==> config.mk <==
export PLATFORM = sky130hd
export DESIGN_NAME = vga_timing_gen
export DESIGN_NICKNAME = d
export VERILOG_FILES = /design/src/rtl/vga_timing_pkg.sv /design/src/rtl/pix_tick_gen.sv /design/src/rtl/vga_timing_gen.sv
export SDC_FILE = /design/constraint.sdc
export NUM_CORES = 1
export LEC_CHECK = 0
export CAP_MARGIN = 20
export CELL_PAD_IN_SITES_DETAIL_PLACEMENT = 1
export CELL_PAD_IN_SITES_GLOBAL_PLACEMENT = 2
export CORE_MARGIN = 1.5
export CORE_UTILIZATION = 31
export CTS_BUF_LIST = sky130_fd_sc_hd__clkbuf_8
export DETAILED_ROUTE_END_ITERATION = 16
export GPL_ROUTABILITY_DRIVEN = 0
export PLACE_DENSITY = 0.89
export SYNTH_ARGS = -nofsm -noshare
export SYNTH_HDL_FRONTEND = slang
export SYNTH_SLANG_ARGS = --single-unit
==> constraint.sdc <==
create_clock -name clk -period 2.4 [get_ports clk]
set_clock_uncertainty 0.05 [all_clocks]
set_input_delay 0.36 -clock clk [delete_from_list [all_inputs] [get_ports clk]]
set_output_delay 0.36 -clock clk [all_outputs]
set_load 0.02 [all_outputs]
==> src/rtl/vga_timing_pkg.sv <==
// Shared VGA timing definitions: mode record, the 640x480@60 defaults the
// generator elaborates with, an 800x600@60 alternate preset, and small helpers.
package vga_timing_pkg;

   // Timing of one axis: region lengths plus the asserted sync level
   typedef struct packed {
      logic [15:0] active;
      logic [15:0] fp;
      logic [15:0] sync;
      logic [15:0] bp;
      logic        pol;
   } vga_axis_t;

   // A complete display mode: horizontal in pixels, vertical in lines
   typedef struct packed {
      vga_axis_t h;
      vga_axis_t v;
   } vga_mode_t;

   // Selector for the built-in presets
   typedef enum logic [0:0] {
      MODE_SEL_640X480_60 = 1'b0,
      MODE_SEL_800X600_60 = 1'b1
   } vga_mode_sel_t;

   // 640x480@60 at a 25 MHz pixel clock, both syncs active-low
   localparam vga_mode_t MODE_640X480_60 = '{
      h: '{active: 16'd640, fp: 16'd16, sync: 16'd96, bp: 16'd48, pol: 1'b0},
      v: '{active: 16'd480, fp: 16'd10, sync: 16'd2,  bp: 16'd33, pol: 1'b0}
   };

   // 800x600@60 at a 40 MHz pixel clock, both syncs active-high
   localparam vga_mode_t MODE_800X600_60 = '{
      h: '{active: 16'd800, fp: 16'd40, sync: 16'd128, bp: 16'd88, pol: 1'b1},
      v: '{active: 16'd600, fp: 16'd1,  sync: 16'd4,   bp: 16'd23, pol: 1'b1}
   };

   // Elaboration defaults of the generator (100 MHz system clock, /4)
   localparam int   DEF_CLK_DIV  = 4;
   localparam int   DEF_CW       = 11;
   localparam int   DEF_H_ACTIVE = int'(MODE_640X480_60.h.active);
   localparam int   DEF_H_FP     = int'(MODE_640X480_60.h.fp);
   localparam int   DEF_H_SYNC   = int'(MODE_640X480_60.h.sync);
   localparam int   DEF_H_BP     = int'(MODE_640X480_60.h.bp);
   localparam int   DEF_V_ACTIVE = int'(MODE_640X480_60.v.active);
   localparam int   DEF_V_FP     = int'(MODE_640X480_60.v.fp);
   localparam int   DEF_V_SYNC   = int'(MODE_640X480_60.v.sync);
   localparam int   DEF_V_BP     = int'(MODE_640X480_60.v.bp);
   localparam logic DEF_HS_POL   = MODE_640X480_60.h.pol;
   localparam logic DEF_VS_POL   = MODE_640X480_60.v.pol;

   // Total period of one axis (active + porches + sync)
   function automatic int axis_total(input vga_axis_t a);
      return int'(a.active) + int'(a.fp) + int'(a.sync) + int'(a.bp);
   endfunction

   // Preset lookup by selector
   function automatic vga_mode_t mode_lookup(input vga_mode_sel_t sel);
      return (sel == MODE_SEL_800X600_60) ? MODE_800X600_60 : MODE_640X480_60;
   endfunction

   // Drive level of a sync output given whether the pulse is on
   function automatic logic sync_level(input logic pulse_on, input logic pol);
      return pulse_on ? pol : ~pol;
   endfunction

endpackage

==> src/rtl/pix_tick_gen.sv <==
// Pixel-rate divider: counts enabled system clocks 0..CLK_DIV-1 and flags the
// last count so the timing counters advance once per pixel.
module pix_tick_gen
   import vga_timing_pkg::*;
#(
   parameter int CLK_DIV = DEF_CLK_DIV
) (
   input  logic clk,
   input  logic rst_n,
   input  logic en,
   output logic pix_tick
);

   localparam int            DW       = (CLK_DIV > 1) ? $clog2(CLK_DIV) : 1;
   localparam logic [DW-1:0] DIV_LAST = DW'(CLK_DIV - 1);

   logic [DW-1:0] r_div;
   logic          w_div_last;

   // With CLK_DIV=1 the counter sits at 0 == DIV_LAST, so every enabled clock ticks
   assign w_div_last = (r_div == DIV_LAST);
   assign pix_tick   = en & w_div_last;

   // Divider advances only while enabled and otherwise keeps its phase
   always_ff @(posedge clk or negedge rst_n) begin
      if (!rst_n) begin
         r_div <= '0;
      end else if (en) begin
         r_div <= w_div_last ? '0 : r_div + DW'(1);
      end
   end

endmodule

==> src/rtl/vga_timing_gen.sv <==
// VGA raster timing generator: pixel/line counters with registered sync,
// blanking and start-of-line/frame decode, all aligned to the x/y update.
module vga_timing_gen
   import vga_timing_pkg::*;
#(
   parameter int   CLK_DIV  = DEF_CLK_DIV,
   parameter int   H_ACTIVE = DEF_H_ACTIVE,
   parameter int   H_FP     = DEF_H_FP,
   parameter int   H_SYNC   = DEF_H_SYNC,
   parameter int   H_BP     = DEF_H_BP,
   parameter int   V_ACTIVE = DEF_V_ACTIVE,
   parameter int   V_FP     = DEF_V_FP,
   parameter int   V_SYNC   = DEF_V_SYNC,
   parameter int   V_BP     = DEF_V_BP,
   parameter logic HS_POL   = DEF_HS_POL,
   parameter logic VS_POL   = DEF_VS_POL,
   parameter int   CW       = DEF_CW
) (
   input  logic          clk,
   input  logic          rst_n,
   input  logic          en,
   output logic          pix_tick,
   output logic          hsync,
   output logic          vsync,
   output logic          active,
   output logic [CW-1:0] x,
   output logic [CW-1:0] y,
   output logic          line_start,
   output logic          frame_start,
   output logic [7:0]    frame_cnt
);

   localparam int H_TOTAL = H_ACTIVE + H_FP + H_SYNC + H_BP;
   localparam int V_TOTAL = V_ACTIVE + V_FP + V_SYNC + V_BP;

   // Reject configurations the counters cannot represent
   if (CLK_DIV < 1) begin : g_bad_clk_div
      $fatal(1, "vga_timing_gen: CLK_DIV must be at least 1");
   end
   if (H_SYNC < 1 || V_SYNC < 1) begin : g_bad_sync
      $fatal(1, "vga_timing_gen: sync pulse widths must be non-zero");
   end
   if ((longint'(H_TOTAL) - 1) > ((longint'(1) << CW) - 1)) begin : g_bad_h_total
      $fatal(1, "vga_timing_gen: H_TOTAL-1 does not fit in CW bits");
   end
   if ((longint'(V_TOTAL) - 1) > ((longint'(1) << CW) - 1)) begin : g_bad_v_total
      $fatal(1, "vga_timing_gen: V_TOTAL-1 does not fit in CW bits");
   end

   localparam logic [CW-1:0] X_LAST   = CW'(H_TOTAL - 1);
   localparam logic [CW-1:0] Y_LAST   = CW'(V_TOTAL - 1);
   localparam logic [CW-1:0] X_ACTIVE = CW'(H_ACTIVE);
   localparam logic [CW-1:0] Y_ACTIVE = CW'(V_ACTIVE);
   localparam logic [CW-1:0] HS_FIRST = CW'(H_ACTIVE + H_FP);
   localparam logic [CW-1:0] HS_LAST  = CW'(H_ACTIVE + H_FP + H_SYNC - 1);
   localparam logic [CW-1:0] VS_FIRST = CW'(V_ACTIVE + V_FP);
   localparam logic [CW-1:0] VS_LAST  = CW'(V_ACTIVE + V_FP + V_SYNC - 1);

   logic          w_tick;
   logic          w_x_wrap;
   logic          w_y_wrap;
   logic [CW-1:0] w_x_nxt;
   logic [CW-1:0] w_y_nxt;
   logic          w_hs_on_nxt;
   logic          w_vs_on_nxt;
   logic          w_active_nxt;

   logic [CW-1:0] r_x;
   logic [CW-1:0] r_y;
   logic          r_hsync;
   logic          r_vsync;
   logic          r_active;
   logic          r_pix_tick;
   logic          r_line_start;
   logic          r_frame_start;
   logic [7:0]    r_frame_cnt;

   pix_tick_gen #(
      .CLK_DIV (CLK_DIV)
   ) u_pix_tick_gen (
      .clk      (clk),
      .rst_n    (rst_n),
      .en       (en),
      .pix_tick (w_tick)
   );

   // Next raster position; reset parks at the last pixel so the first tick lands on (0,0)
   assign w_x_wrap = (r_x == X_LAST);
   assign w_y_wrap = (r_y == Y_LAST);
   assign w_x_nxt  = w_x_wrap ? '0 : r_x + CW'(1);
   assign w_y_nxt  = w_x_wrap ? (w_y_wrap ? '0 : r_y + CW'(1)) : r_y;

   // Decode is taken from the next position so registered outputs match the new x/y
   assign w_hs_on_nxt  = (w_x_nxt >= HS_FIRST) && (w_x_nxt <= HS_LAST);
   assign w_vs_on_nxt  = (w_y_nxt >= VS_FIRST) && (w_y_nxt <= VS_LAST);
   assign w_active_nxt = (w_x_nxt < X_ACTIVE) && (w_y_nxt < Y_ACTIVE);

   // One-clock strobes: only asserted on the edge that moves the raster
   always_ff @(posedge clk or negedge rst_n) begin
      if (!rst_n) begin
         r_pix_tick    <= 1'b0;
         r_line_start  <= 1'b0;
         r_frame_start <= 1'b0;
      end else begin
         r_pix_tick    <= w_tick;
         r_line_start  <= w_tick & w_x_wrap;
         r_frame_start <= w_tick & w_x_wrap & w_y_wrap;
      end
   end

   // Position, level outputs and frame counter update together on each pixel tick
   always_ff @(posedge clk or negedge rst_n) begin
      if (!rst_n) begin
         r_x         <= X_LAST;
         r_y         <= Y_LAST;
         r_hsync     <= ~HS_POL;
         r_vsync     <= ~VS_POL;
         r_active    <= 1'b0;
         r_frame_cnt <= 8'hFF;
      end else if (w_tick) begin
         r_x      <= w_x_nxt;
         r_y      <= w_y_nxt;
         r_hsync  <= sync_level(w_hs_on_nxt, HS_POL);
         r_vsync  <= sync_level(w_vs_on_nxt, VS_POL);
         r_active <= w_active_nxt;
         if (w_x_wrap && w_y_wrap) begin
            r_frame_cnt <= r_frame_cnt + 8'd1;
         end
      end
   end

   assign pix_tick    = r_pix_tick;
   assign hsync       = r_hsync;
   assign vsync       = r_vsync;
   assign active      = r_active;
   assign x           = r_x;
   assign y           = r_y;
   assign line_start  = r_line_start;
   assign frame_start = r_frame_start;
   assign frame_cnt   = r_frame_cnt;

endmodule

==> summary.md, run 1 <==
| Metric | Value |
|---|---|
| Overall routing resource usage | roughly 17% |
| Final Max Tran Viols | 0 |
| Average cell area after synthesis | 9.84 µm² |
| Peak supply drop | about 0.00024 V |
| Yosys reg bits | 38 |
| Synth top area share | between 20% and 30% |
| Finished Layout Cells | 396 |
| Clk sink count | 38 |
| DP Area | 2890 µm² |
| Synthesized Nets | 239 |
| Max Clk Rate | a little over 400 MHz |
| Worst setup SP type | register |
| CP endpoint | vsync |
| Placed Cells | 383 |
| Fin util | 45.0% |
| EDFF count, synth | 0 |
| Clk root buf | clkbuf_8 |
| Final setup margin | -23.2 ps |
| Worst EP required | 2580 ps |
| First-pass GRT wire length | slightly above 10000 µm |
| Layout fillers | 807 |
| Largest family of logic cells by synthesized area | simple AND/OR/NAND/NOR gates |
| Compound-Gate Fraction of Synth Area | 11.8% |
| Final setup violating endpoints | 1 |
| Relative slew slack | 75.1% |
| CP startpoint | x[0] |
| RSZ-0062 raised after global routing | true |
| Unique masters post-synth | around 50 |
| Final Hold Viols | 0 |
| Die W | 88.4 µm |
| Clock Path Buffers | 2 |
| I/O Pins | 39 |
| Min-Delay Path Class | primary input to asynchronous set/reset pin |
| Clk_lat worst skew | 300 ps |
| Worst-margin pin slew | 371 ps |
| CTS H-tree depth | 2 |
| Pre-CTS setup slack | -119 ps |
| Number of global-route vias before repair | 2060 |
| CP Class | register to register |
| DRC errors left | 0 |
| First drt pass iteration count | 4 |
| WL per Instance | ~16 µm |
| Die area | 7820 µm² |
| Final instance area | 3120 µm² |
| Clock transition at path regs | 80 ps |
| Final nets | just over 300 |
| Yosys warns | 0 |
| Post-Syn Instances | between 200 and 250 |
| CTS Buf Count | 5 |
| Area share of fa/ha/maj cells after synthesis | 3.32% |
| TritonCTS clock tree | yes |
| Violated checks | setup timing |
| Data arrival, critical path | 2610 ps |
| Initial core utilization | 32.6% |
| Worst-case reg-to-reg path depth | 7 |
| CP Capture Type | register |
| Max Cap Violations | 0 |
| Simple-Gate Fraction of Synth Area | 24.6% |
| DR iter-0 viols | 87 |
| Vias/cell | 5.05 |
| Total number of vias | 2000 |
| Status | complete, but fails checks |
| Register area share after synthesis | 43.1% |
| Final Cycle Share | 101% |
| Core area | approximately 6900 µm² |
| LEAKAGE | 1.26 nW |
| Power Density | 699 nW/µm² |
| FFs w/ async S/R, synth | 100% |
| Worst reg2reg path endpoint | vsync |
| Post-synthesis xor/xnor area fraction | 8.13% |
| Dpl hpwl | 4760 µm |
| Total gr overflow | 0 |
| Mapped Area | 2260 µm² |
| I/O Buffers | 38 |
| FF-to-FF setup slack | -20 ps |
| Top FF cell, synth | dfstp_2 |
| Area leader, netlist | dfstp_2 |
| FF-to-FF Start | x[0] |
| Multiplexer share of the synthesized area | 1.93% |
| Chip height | 88.4 µm |
| Initial antenna violation count | 0 |
| Critical Path Fanout Max | 3 |
| Antenna cells | 0 |
| Core Rows | 30 |
| Setup TNS | -23.2 ps |
| Post-route ant nets | 0 |
| Final worst path period need | approximately 2400 ps |
| Share of layout cells above drive strength 1 | between 30% and 40% |
| Largest net degree at the start of global routing | 17 |
| Top post-synthesis cells by count | nand2_1, dfstp_2, o21ai_0, dfrtp_1, xnor2_1 |
| Area grow syn2layout | 37.9% |
| Area contributors post-synth | dfstp_2, dfrtp_1, xnor2_1 |
| Cell with the most instances after synthesis | nand2_1 |
| Drt total wl | 6460 µm |
==> power breakdown <==
part / internal [mW] / switching [mW]
Clock: 0.444 / 0.248
Sequential: 0.754 / 0.0655
Combinational: 0.324 / 0.348
==> logic make-up (layout without fill, tap and decap cells) <==
family | count (synthesis) | count (layout)
buffers and inverters | 21 | 91
xor gates and xnor gates | 21 | 21
muxes | 4 | 4
adders and majority gates | 6 | 6
DFF | 38 | 38
AOI/OAI and AO/OA | 43 | 43
and+or+nand+nor | 97 | 97
==> what timing repair did <==
action,CTS,global route
endpoints found under the hold margin,8,0
hold buffers,1,0
setup endpoints to repair,2,6
setup buffers,2,2
resized for setup,2,10
pin swaps,4,8
==> critical path, stage by stage (launching register included) <==
cell and delay [ps]:
dfstp_2 560, ha_4 140, nand4_1 150, nor3b_4 290
nand4_1 200, xnor2_2 210, or4_4 450, o32a_1 310
==> layer usage <==
layer | global-route usage (%) | share of wire (%) | vias up
met4 | 6.39 | 1.3 | 0
li1 | - | - | 967
met1 | 22.1 | 45 | 984
met3 | 4.66 | 4.1 | 6
met2 | 28.5 | 50 | 43
met5 | 0 | 0 | -
==> cell type report <==
cell class / count / area [µm²] / area share [%]
clock buffers: 6 / 82.6 / 2.65
clock inverters: 2 / 60.1 / 1.92
inverters: 7 / 26.3 / 0.842
multi-input cells: 171 / 1180 / 37.9
flip-flops and latches: 38 / 978 / 31.3
well taps: 96 / 120 / 3.85
repair buffers: 76 / 671 / 21.5
==> placed cells by master (no fill, tap or decap), types with 3 or more instances in the layout <==
cell,synthesis,routed
dfstp_2,20,20
ha_1,6,5
xor2_1,6,5
nor3_1,8,8
clkbuf_8,1,6
dfrtp_1,18,16
o31ai_1,4,4
inv_1,7,7
nand3_1,13,13
buf_4,1,35
nand4_1,13,13
o21ai_0,19,19
clkdlybuf4s50_1,0,37
a31oi_1,6,6
and3_1,4,4
nor2_1,11,10
xnor2_1,15,14
nand2_1,28,27
a21oi_1,5,5
mux2_2,3,3
==> sequential cells by signal, summed over array words and instances, names as in the netlist <==
signal and flops:
active 1, pix_tick 1, frame_start 1, hsync 1, line_start 1, x 11
y 11, frame_cnt 8, u_pix_tick_gen.r_div 2, vsync 1
==> worst min path at each step <==
| stage | from | endpoint | slack [ps] |
|---|---|---|---|
| after floorplan | rst_n | active | 10 |
| after detailed placement | rst_n | line_start | 230 |
| final | rst_n | pix_tick | 430 |
| after CTS | rst_n | line_start | 440 |
| after global routing | rst_n | x[7] | 450 |
| after global placement | rst_n | y[10] | 230 |
==> metrics by stage <==
| stage | hold slack (ps) | total power [mW] |
|---|---|---|
| 6_report | 433 | 2.18 |
| 3_5_place_dp | 232 | 1.48 |
| 4_1_cts | 443 | 2.19 |
| 2_1_floorplan | 14.4 | 1.17 |
| 5_1_grt | 451 | 2.30 |
| 3_3_place_gp | 225 | 1.45 |
Power figures use the tool's default switching activity.
==> run 2, diff against run 1 <==
- PLACE_DENSITY: 0.89 -> default
- PLACE_DENSITY_LB_ADDON: default -> 0.1
==> run 2 against run 1 <==
Effect of this change:
- the flow now finishes without violations
- non-clock buffer count decreased by 2
- hold slack got worse by 350 ps
- setup slack improved by 96 ps
- register-to-register slack improved by 96 ps
- utilization decreased by 0.59 points
- combinational power decreased by 6.1%
- fmax increased by 4.1%
- cell count decreased by 0.51%
- sequential power about the same
- die area unchanged
- largest cell class unchanged
==> summary.md, run 2 (synthesized netlist as in run 1, its figures left out) <==
| Metric | Value |
|---|---|
| Clk_lat worst skew | 290 ps |
| Clock transition at path regs | 80 ps |
| Drt total wl | 6140 µm |
| Area grow syn2layout | 36.1% |
| Hold Slack | 86.1 ps |
| FF-to-FF Start | x[0] |
| Max Cap Violations | 0 |
| Min-Delay Path Class | primary input to asynchronous set/reset pin |
| Total number of vias | just under 2000 |
| DR iter-0 viols | 66 |
| Die area | approximately 7800 µm² |
| Fin util | 44.4% |
| Initial antenna violation count | 0 |
| Finished Layout Cells | approximately 390 |
| Share of layout cells above drive strength 1 | 28.9% |
| Core area | 6940 µm² |
| Max Clk Rate | 430 MHz |
| Final worst path period need | between 2000 and 2500 ps |
| Worst reg2reg path endpoint | active |
| Clk root buf | clkbuf_8 |
| Overall power | 2.14 mW |
| Vias/cell | 5.03 |
| WL per Instance | 15.6 µm |
| Critical Path Fanout Max | 3 |
| Status | finished clean |
| Core Rows | 30 |
| Pre-CTS setup slack | -43.5 ps |
| Die W | ~88 µm |
| Relative slew slack | 48.7% |
| Clk sink count | 38 |
| Final nets | roughly 310 |
| Placed Cells | 383 |
| I/O Buffers | 38 |
| Largest net degree at the start of global routing | 35 |
| Final setup margin | 72.9 ps |
| Final Max Tran Viols | 0 |
| CTS Buf Count | 5 |
| Total gr overflow | 0 |
| Dpl hpwl | 4580 µm |
| Most common cell after layout, fill and taps aside | clkdlybuf4s50_1 |
| CP Capture Type | register |
| Final Cycle Share | 97.0% |
| Peak supply drop | 0.000342 V |
| Power Density | 693 nW/µm² |
| Worst-case reg-to-reg path depth | 9 |
| Post-route ant nets | 0 |
| Final Hold Viols | 0 |
| I/O Pins | 39 |
| Worst setup SP type | register |
| TritonCTS clock tree | yes |
| Worst EP required | 2580 ps |
| CP Class | register to register |
| Antenna cells | 0 |
| Number of global-route vias before repair | 1971 |
| Chip height | a little under 90 µm |
| Final setup violating endpoints | 0 |
| Overall routing resource usage | 16.8% |
| Clock Path Buffers | 2 |
| Initial core utilization | 32.6% |
| LEAKAGE | 1.25 nW |
| Commonest non-fill, non-tap cells in the layout | clkdlybuf4s50_1, buf_4, nand2_1 |
| RSZ-0062 raised after global routing | true |
| CTS H-tree depth | 2 |
| First drt pass iteration count | 4 |
| First-pass GRT wire length | approximately 10000 µm |
| Worst-margin pin slew | 769 ps |
| FF-to-FF setup slack | 70 ps |
| DRC errors left | 0 |
| Data arrival, critical path | 2510 ps |
[run 2: what timing repair did]
item	4_1_cts	5_1_grt
hold buffers	0	0
gates resized for setup	3	4
endpoints found under the setup margin	3	8
pin swaps	5	6
buffers inserted	2	1
[run 2: worst max path at each step]
stage / cells past startpoint / slack, ps / from / end
after floorplan: 8 / -80 / x[6] / vsync
after global placement: 7 / 40 / x[0] / vsync
after detailed placement: 7 / -40 / x[0] / vsync
after CTS: 9 / 9 / x[0] / active
after global routing: 7 / -40 / x[0] / vsync
final: 9 / 70 / x[0] / active
[run 2: routing by layer]
| layer | share of wire, % | global-route usage (%) |
|---|---|---|
| met4 | 1.0 | 3.84 |
| met5 | 0 | 0 |
| met1 | 50 | 24.1 |
| met2 | 46 | 26.4 |
| met3 | 3.1 | 3.08 |
[run 2: stage by stage]
stage               setup TNS, ps  cell area [µm²]
finish                          0             3080
global route                -86.7             3080
CTS                             0             3060
detailed placement          -43.5             2890
global placement                0             2890
floorplan                   -79.8             2280
[run 2: worst max-delay path, cell delays in order, from the launching register on]
cell	delay, ps
dfstp_2	560
ha_4	140
nand4_1	140
buf_4	180
buf_4	130
nor3_1	230
xnor2_1	190
nand2_1	150
nor4b_2	310
a32o_1	190
[run 2: layout make-up]
| class | count | area, µm² |
|---|---|---|
| clock buffer | 6 | 82.6 |
| clock inverter | 2 | 60.1 |
| fill | 803 | 3860 |
| inverter | 7 | 26.3 |
| multi-input combinational | 171 | 1170 |
| sequential | 38 | 978 |
| tap | 96 | 120 |
| timing repair buffer | 74 | 646 |
[run 2: power breakdown]
group | switching (mW) | internal, mW
logic | 0.330 | 0.300
clock network | 0.243 | 0.444
registers | 0.0654 | 0.753
==> run 3, diff against run 2 <==
- SLEW_MARGIN: default -> 20
==> results of run 3 <==
The final DEF is identical to that of run 2; final timing and power are the same.
